File: src/rtl/div_signed_seq_pkg.sv
// Shared definitions for the sequential signed divider: FSM state encoding,
// default operand width and the most-negative operand constant.
package div_signed_seq_pkg;

   // Default operand/result width
   localparam int DEF_WIDTH = 8;

   // Most-negative two's-complement value at the default width
   localparam logic [DEF_WIDTH-1:0] MOST_NEG = DEF_WIDTH'(1) << (DEF_WIDTH - 1);

   // Controller states (2-bit encoding)
   typedef enum logic [1:0] {
      IDLE = 2'd0,
      CALC = 2'd1,
      FIX  = 2'd2
   } state_t;

endpackage : div_signed_seq_pkg

File: src/rtl/div_restore_step.sv
// One restoring-division iteration, purely combinational.
// The partial remainder is shifted left and the next dividend bit is brought
// in. The divisor magnitude is then subtracted as a + ~b + 1 through a
// generate/propagate adder. A carry out means the trial is non-negative,
// so the trial is kept and the quotient bit is 1.
module div_restore_step
   import div_signed_seq_pkg::*;
#(
   parameter int WIDTH = DEF_WIDTH
) (
   input  logic [WIDTH:0]   i_rem,    // partial remainder before the step
   input  logic [WIDTH-1:0] i_dvs,    // divisor magnitude
   input  logic             i_bit,    // next dividend-magnitude bit
   output logic [WIDTH:0]   o_rem,    // partial remainder after the step
   output logic             o_q_bit   // quotient bit produced by the step
);

   logic [WIDTH:0] w_shift;
   logic [WIDTH:0] w_b;
   logic [WIDTH:0] w_g;
   logic [WIDTH:0] w_p;
   logic [WIDTH:0] w_sum;
   logic           w_cout;

   // The top remainder bit is shifted out of the adder window. If it was set,
   // the shifted value already exceeds any divisor, so the step must succeed.
   assign w_shift = {i_rem[WIDTH-1:0], i_bit};
   assign w_b     = ~{1'b0, i_dvs};
   assign w_g     = w_shift & w_b;
   assign w_p     = w_shift ^ w_b;

   // Carry chain of the subtractor with carry-in 1 (two's-complement subtract)
   always_comb begin
      logic v_c;
      v_c   = 1'b1;
      w_sum = '0;
      for (int i = 0; i <= WIDTH; i++) begin
         w_sum[i] = w_p[i] ^ v_c;
         v_c      = w_g[i] | (w_p[i] & v_c);
      end
      w_cout = v_c;
   end

   assign o_q_bit = i_rem[WIDTH] | w_cout;
   assign o_rem   = o_q_bit ? w_sum : w_shift;

endmodule : div_restore_step

File: src/rtl/div_signed_seq.sv
// Sequential signed two's-complement divider with a start/busy/done handshake.
// The operands are captured as magnitudes, and one restoring iteration runs
// per clock. A final FIX cycle applies the signs: the quotient is truncated
// toward zero and the remainder takes the sign of the dividend.
// Handshake: start is sampled only while idle (busy=0). A start seen while
// busy is dropped. done pulses for one cycle with the results, and the
// results and flags hold until the next done.
module div_signed_seq
   import div_signed_seq_pkg::*;
#(
   parameter int WIDTH = DEF_WIDTH
) (
   input  logic             clk,
   input  logic             rst_n,
   input  logic             start,
   input  logic [WIDTH-1:0] dividend,
   input  logic [WIDTH-1:0] divisor,
   output logic             busy,
   output logic             done,
   output logic [WIDTH-1:0] quotient,
   output logic [WIDTH-1:0] remainder,
   output logic             div_by_zero,
   output logic             overflow
);

   localparam int                CW         = (WIDTH > 2) ? $clog2(WIDTH) : 1;
   localparam logic [CW-1:0]     L_CNT_ONE  = CW'(1);
   localparam logic [CW-1:0]     L_CNT_LAST = CW'(WIDTH - 1);
   localparam logic [WIDTH-1:0]  L_MOST_NEG = {1'b1, {(WIDTH-1){1'b0}}};

   state_t           r_state;
   state_t           w_state_next;
   logic [CW-1:0]    r_cnt;
   logic [WIDTH:0]   r_rem;
   logic [WIDTH-1:0] r_quo;        // dividend magnitude shifts out, quotient shifts in
   logic [WIDTH-1:0] r_dvs;
   logic             r_sign_q;
   logic             r_sign_r;
   logic             r_dbz_n;
   logic             r_ovf_n;
   logic [WIDTH-1:0] r_quotient;
   logic [WIDTH-1:0] r_remainder;
   logic             r_done;
   logic             r_dbz;
   logic             r_ovf;

   logic [WIDTH-1:0] w_dvd_mag;
   logic [WIDTH-1:0] w_dvs_mag;
   logic [WIDTH:0]   w_rem_step;
   logic             w_q_bit;
   logic [WIDTH-1:0] w_quo_fix;
   logic [WIDTH-1:0] w_rem_fix;

   // Magnitudes. Negating the most-negative value gives 2^(WIDTH-1), which is
   // the correct unsigned magnitude.
   assign w_dvd_mag = dividend[WIDTH-1] ? -dividend : dividend;
   assign w_dvs_mag = divisor[WIDTH-1]  ? -divisor  : divisor;

   div_restore_step #(
      .WIDTH (WIDTH)
   ) u_step (
      .i_rem   (r_rem),
      .i_dvs   (r_dvs),
      .i_bit   (r_quo[WIDTH-1]),
      .o_rem   (w_rem_step),
      .o_q_bit (w_q_bit)
   );

   // A zero divisor yields an all-ones magnitude, which must not be
   // sign-corrected. The remainder comes out equal to the dividend naturally.
   assign w_quo_fix = r_dbz_n  ? '1 : (r_sign_q ? -r_quo : r_quo);
   assign w_rem_fix = r_sign_r ? -r_rem[WIDTH-1:0] : r_rem[WIDTH-1:0];

   // State register
   always_ff @(posedge clk or negedge rst_n) begin
      if (!rst_n) r_state <= IDLE;
      else        r_state <= w_state_next;
   end

   // Next-state logic
   always_comb begin
      w_state_next = r_state;
      case (r_state)
         IDLE:    if (start) w_state_next = CALC;
         CALC:    if (r_cnt == L_CNT_LAST) w_state_next = FIX;
         FIX:     w_state_next = IDLE;
         default: w_state_next = IDLE;
      endcase
   end

   // Datapath: capture, iterate, sign-fix and register the results
   always_ff @(posedge clk or negedge rst_n) begin
      if (!rst_n) begin
         r_cnt       <= '0;
         r_rem       <= '0;
         r_quo       <= '0;
         r_dvs       <= '0;
         r_sign_q    <= 1'b0;
         r_sign_r    <= 1'b0;
         r_dbz_n     <= 1'b0;
         r_ovf_n     <= 1'b0;
         r_quotient  <= '0;
         r_remainder <= '0;
         r_done      <= 1'b0;
         r_dbz       <= 1'b0;
         r_ovf       <= 1'b0;
      end else begin
         r_done <= 1'b0;
         case (r_state)
            IDLE: begin
               if (start) begin
                  r_sign_q <= dividend[WIDTH-1] ^ divisor[WIDTH-1];
                  r_sign_r <= dividend[WIDTH-1];
                  r_quo    <= w_dvd_mag;
                  r_dvs    <= w_dvs_mag;
                  r_rem    <= '0;
                  r_dbz_n  <= (divisor == '0);
                  r_ovf_n  <= (dividend == L_MOST_NEG) && (divisor == '1);
                  r_cnt    <= '0;
               end
            end
            CALC: begin
               r_rem <= w_rem_step;
               r_quo <= {r_quo[WIDTH-2:0], w_q_bit};
               r_cnt <= r_cnt + L_CNT_ONE;
            end
            FIX: begin
               r_quotient  <= w_quo_fix;
               r_remainder <= w_rem_fix;
               r_dbz       <= r_dbz_n;
               r_ovf       <= r_ovf_n;
               r_done      <= 1'b1;
            end
            default: ;
         endcase
      end
   end

   assign busy        = (r_state != IDLE);
   assign done        = r_done;
   assign quotient    = r_quotient;
   assign remainder   = r_remainder;
   assign div_by_zero = r_dbz;
   assign overflow    = r_ovf;

endmodule : div_signed_seq

File: config.mk
export PLATFORM = sky130hd
export DESIGN_NAME = div_signed_seq
export DESIGN_NICKNAME = d
export VERILOG_FILES = /design/src/rtl/div_signed_seq_pkg.sv /design/src/rtl/div_restore_step.sv /design/src/rtl/div_signed_seq.sv
export SDC_FILE = /design/constraint.sdc
export NUM_CORES = 1
export LEC_CHECK = 0
export ABC_AREA = 1
export CAP_MARGIN = 20
export CORE_UTILIZATION = 45
export CTS_BUF_LIST = sky130_fd_sc_hd__clkbuf_4 sky130_fd_sc_hd__clkbuf_8
export DETAILED_ROUTE_END_ITERATION = 8
export PLACE_DENSITY = 0.75
export SLEW_MARGIN = 20
export SYNTH_ARGS = -nofsm -noshare
export SYNTH_HDL_FRONTEND = slang
export SYNTH_SLANG_ARGS = --single-unit
File: constraint.sdc
create_clock -name clk -period 4.8 [get_ports clk]
set_input_delay 1.2 -clock clk [delete_from_list [all_inputs] [get_ports clk]]
set_output_delay 1.2 -clock clk [all_outputs]
set_load 0.03 [all_outputs]
==> reports/results.env <==
POST_SYNTH_NUM_CELL_TYPES=34
NUM-NETS-FINAL=432
DRIVE_ABOVE_1_SHARE_PCT=8.79
CRITICAL_PATH_PEAK_FANOUT=14
POST_SYNTH_EDFFS=0
GRT_SETUP_UNREPAIRED='false'
GROUTE.LAYER.MET2.USAGE_PCT=29.9
SYNTH_FP_NETS=399
TRITONCTS='done'
SLEW_HEADROOM_PCT=54.9
DRT_PASS1_ITERATIONS=6
SYNTHESIS_WARNINGS=0
SYNTHDOMINANTCELLAREASHARE_PCT=43.3
STARTING_DRC_COUNT_IN_DETAILED_ROUTING=189
START_KIND='flip-flop'
FLOORPLAN.DIE.HEIGHT_UM=84.5
DIE_W_UM=84.5
ARRIVAL_TIME_REPORTED_FOR_THE_CRITICAL_PATH_ENDPOINT_PS=4280
SYNTHTOPCELLSBYAREA='sky130_fd_sc_hd__dfrtp_1 (43%), sky130_fd_sc_hd__nand2_1 (8.7%), sky130_fd_sc_hd__inv_1 (4.9%)'
DIODES=0
DRC=4
WORSTHOLDPATHTYPE='reg -> reg'
CTS.ROOT.BUFFER_CELL='sky130_fd_sc_hd__clkbuf_8'
POWER.SHARE.SEQUENTIAL_PCT=34.1
YOSYS.CELL_COUNT.TOP_TYPE='sky130_fd_sc_hd__nand2_1'
PEAK_CLOCK_FREQUENCY_SUPPORTED_BY_TIMING_MHz=247
CLOCK_LATENCY_PS=310
REPORT.FINAL.HOLD_VIOL_COUNT=0
CRIT_END='r_rem[4]'
GLOBAL_ROUTE.OVERFLOW_TOTAL=0
FILLER_CELL_COUNT=585
LARGEST_NET_DEGREE_AT_THE_START_OF_GLOBAL_ROUTING=54
CORE_UM2=6460
WL_PER_CELL_UM=13.2
POWER.SWITCHING_FRACTION_PCT=45.1
ROUTE.ANTENNA.REMAINING_NETS=0
CLK_PATH_BUF_DEPTH=2
HOLD_BUF_CTS=0
YOSYS_REGISTER_BITS=53
DESIGN_POWER_uW=2430
SYNTH_TOP_CELL_BY_AREA='sky130_fd_sc_hd__dfrtp_1'
GR-USAGE-ALL-LAYERS_PCT=19.2
CRIT_TYPE='reg -> reg'
CRIT_START='r_quo[7]'
GLOBALROUTEMET1UTIL_PCT=27.4
PORT_BUFFERS=38
WORSTMARGINPINSLEW_PS=676
HTREE_NUM_LEVELS=2
FINAL_CORE_UTILIZATION_PCT=55.0
INTERNAL-POWER_uW=1330
POWER.IR.VDD_WORST_mV=0.237
GRT_FIRST_PASS_WIRELENGTH_UM=11100
NUM_IO_PINS=39
CRIT_PATH_END_KIND='flip-flop'
REGISTER_CLOCK_PIN_SLEW_ON_THE_REPORTED_WORST_SETUP_AND_HOLD_PATHS_PS=100
FLOORPLAN.DIE_AREA_UM2=7140
FINALWORSTSETUPSLACK_PS=743
FINALCRITICALPERIOD_PS=4060
FIN_SKEW_PS=11.3
SYNTHESIS.INSTANCES=364
NUMBER_OF_MAX_SLEW_VIOLATIONS_IN_THE_FINAL_REPORT=0
CELLPOWERDENSITY_nW_PER_UM2=684
WORSTREG2REGSTART='r_quo[7]'
P_LEAK_uW=0.00168
SYNTH_FF_TYPE='sky130_fd_sc_hd__dfrtp_1'
TIMING.REG2REG.SETUP_SLACK_PS=740
TRITONCTS.NUM_BUFFERS=5
AVGSYNTHCELLAREA_UM2=8.41
YS_SEQ_AREA_SHARE_PCT=43.3
R2R-END='r_rem[4]'
GRT.BUSIEST_LAYER='met2'
SWITCHINGPOWER_uW=1100
STATUS='complete, but fails checks'
COMB_POWER_SHARE_PCT=53.1
VIAS_IN_THE_FIRST_GLOBAL_ROUTE=2352
VIAS_PER_CELL=5.41
FF2FF_PATH_DEPTH=18
SETUP_TOTAL_NEGATIVE_SLACK_PS=0
POST-ROUTE-PERIOD-UTIL_PCT=84.5
POST_SYNTH_MOST_FREQUENT_CELLS='sky130_fd_sc_hd__nand2_1 (71), sky130_fd_sc_hd__dfrtp_1 (53), sky130_fd_sc_hd__inv_1 (40), sky130_fd_sc_hd__nor2_1 (37), sky130_fd_sc_hd__nand3_1 (27)'
ROUTED-VIA-COUNT=2570
ANTENNA_FOUND_INITIAL=0
POST-DP-HPWL_UM=4670
SHARE_OF_ASYNC_SETTABLE_OR_ASYNC_RESETTABLE_FLOPS_AFTER_SYNTHESIS_PCT=100
POWER.SHARE.CLOCK_PCT=12.8
CTS_SETUP_BUFFERS=0
CORE.ROWCOUNT=29
SYN_AREA_UM2=3060
FINALSETUPVIOLCOUNT=0
AREA_DELTA_SYNTH_FINAL_PCT=16.0
DP_SLACK_PS=772
CAP_VIOL_MAX_COUNT=0
CLOCK_SINK_COUNT=53
GLOBAL_ROUTE.USAGE.MET3_PCT=2.95
CTSRESIZECOUNT=0
POSTROUTEWIRELENGTH_UM=6290
GPL.FINAL_WEIGHTED_CONGESTION=0.895
FLOORPLAN.INITIALDENSITY_PCT=47.4
REQUIRED_ARRIVAL_TIME_AT_THE_WORST_ENDPOINT_PS=5020
FAILED_CHECKS='design-rule violations'
==> critical path, stage by stage, from the launching register on <==
cell and delay, ps:
sky130_fd_sc_hd__dfrtp_1 420, sky130_fd_sc_hd__inv_1 90, sky130_fd_sc_hd__ha_1 140, sky130_fd_sc_hd__inv_1 50, sky130_fd_sc_hd__fa_1 350, sky130_fd_sc_hd__inv_1 80
sky130_fd_sc_hd__fa_1 170, sky130_fd_sc_hd__inv_1 50, sky130_fd_sc_hd__fa_1 370, sky130_fd_sc_hd__fa_1 390, sky130_fd_sc_hd__fa_1 390, sky130_fd_sc_hd__fa_1 370
sky130_fd_sc_hd__inv_1 70, sky130_fd_sc_hd__fa_1 160, sky130_fd_sc_hd__ha_1 130, sky130_fd_sc_hd__nand2_1 250, sky130_fd_sc_hd__inv_1 250, sky130_fd_sc_hd__o21ai_0 90
sky130_fd_sc_hd__o21ai_0 160
==> state kept, by name, summed over array words and instances (netlist names) <==
| register | count |
|---|---|
| r_rem | 9 |
| quotient | 8 |
| r_dvs | 8 |
| r_quo | 8 |
| remainder | 8 |
| r_cnt | 3 |
| r_state | 2 |
| div_by_zero | 1 |
| done | 1 |
| overflow | 1 |
| r_dbz_n | 1 |
| r_ovf_n | 1 |
| r_sign_q | 1 |
| r_sign_r | 1 |
==> logic make-up after synthesis <==
| logic type | synth area share (%) |
|---|---|
| buffers and inverters | 9.40 |
| AOI/OAI and AO/OA | 15.2 |
| adders and majority gates | 8.25 |
| xor gates and xnor gates | 2.00 |
| and+or+nand+nor | 21.9 |
| DFF | 43.3 |
==> routing by layer <==
metal	vias to the layer above	routed length, µm	part of all wire [%]
li1	1261	-	-
met1	1229	3030	48
met2	72	2910	46
met3	8	267	4.2
met4	0	80	1.3
met5	-	0	0
==> cells in the final DEF (no fill, tap or decap), drive strengths merged, types with 2 or more instances in the layout <==
| master | instances |
|---|---|
| clkbuf | 6 |
| nand3 | 28 |
| nor2 | 38 |
| a21oi | 13 |
| nand4 | 8 |
| buf | 2 |
| clkdlybuf4s50 | 37 |
| o22ai | 6 |
| inv | 49 |
| o221ai | 3 |
| ha | 9 |
| nor3 | 3 |
| a22o | 2 |
| xor2 | 6 |
| dfrtp | 53 |
| nand2 | 74 |
| o21ai | 40 |
| a22oi | 4 |
| fa | 7 |
| o211ai | 2 |
| a31oi | 3 |
==> how the worst min path moves through the flow <==
stage	endpoint	slack, ps	cells past startpoint	start
after global routing	r_dvs[6]	520	2	r_dvs[6]
after global placement	remainder[5]	460	2	remainder[5]
after detailed placement	remainder[5]	470	2	remainder[5]
after CTS	remainder[5]	490	2	remainder[5]
after floorplan	overflow	440	2	r_ovf_n
final	remainder[6]	490	2	remainder[6]
==> layout make-up <==
class,instances,area [µm²],share of cell area [%]
clock inverters,2,38.8,1.09
inverters,49,184,5.18
well taps,77,96.3,2.71
multi-input cells,249,1450,40.8
flip-flops and latches,53,1330,37.3
repair buffers,39,383,10.8
clock buffers,6,76.3,2.15
==> per-stage QoR <==
step | instance area, µm² | hold WS (ps) | instances
after global placement | 3440 | 464 | 467
after global routing | 3550 | 515 | 475
after detailed placement | 3440 | 468 | 467
after CTS | 3550 | 494 | 475
final | 3550 | 489 | 475
after floorplan | 3060 | 442 | 364
==> power by group through the flow <==
stage	clock, µW	sequential, µW	combinational, µW
after CTS	317	829	1300
after global placement	0	824	1250
final	310	829	1290
after detailed placement	0	836	1290
after global routing	337	862	1460
after floorplan	0	917	867
Note: power is estimated with default switching activity, not from simulation.
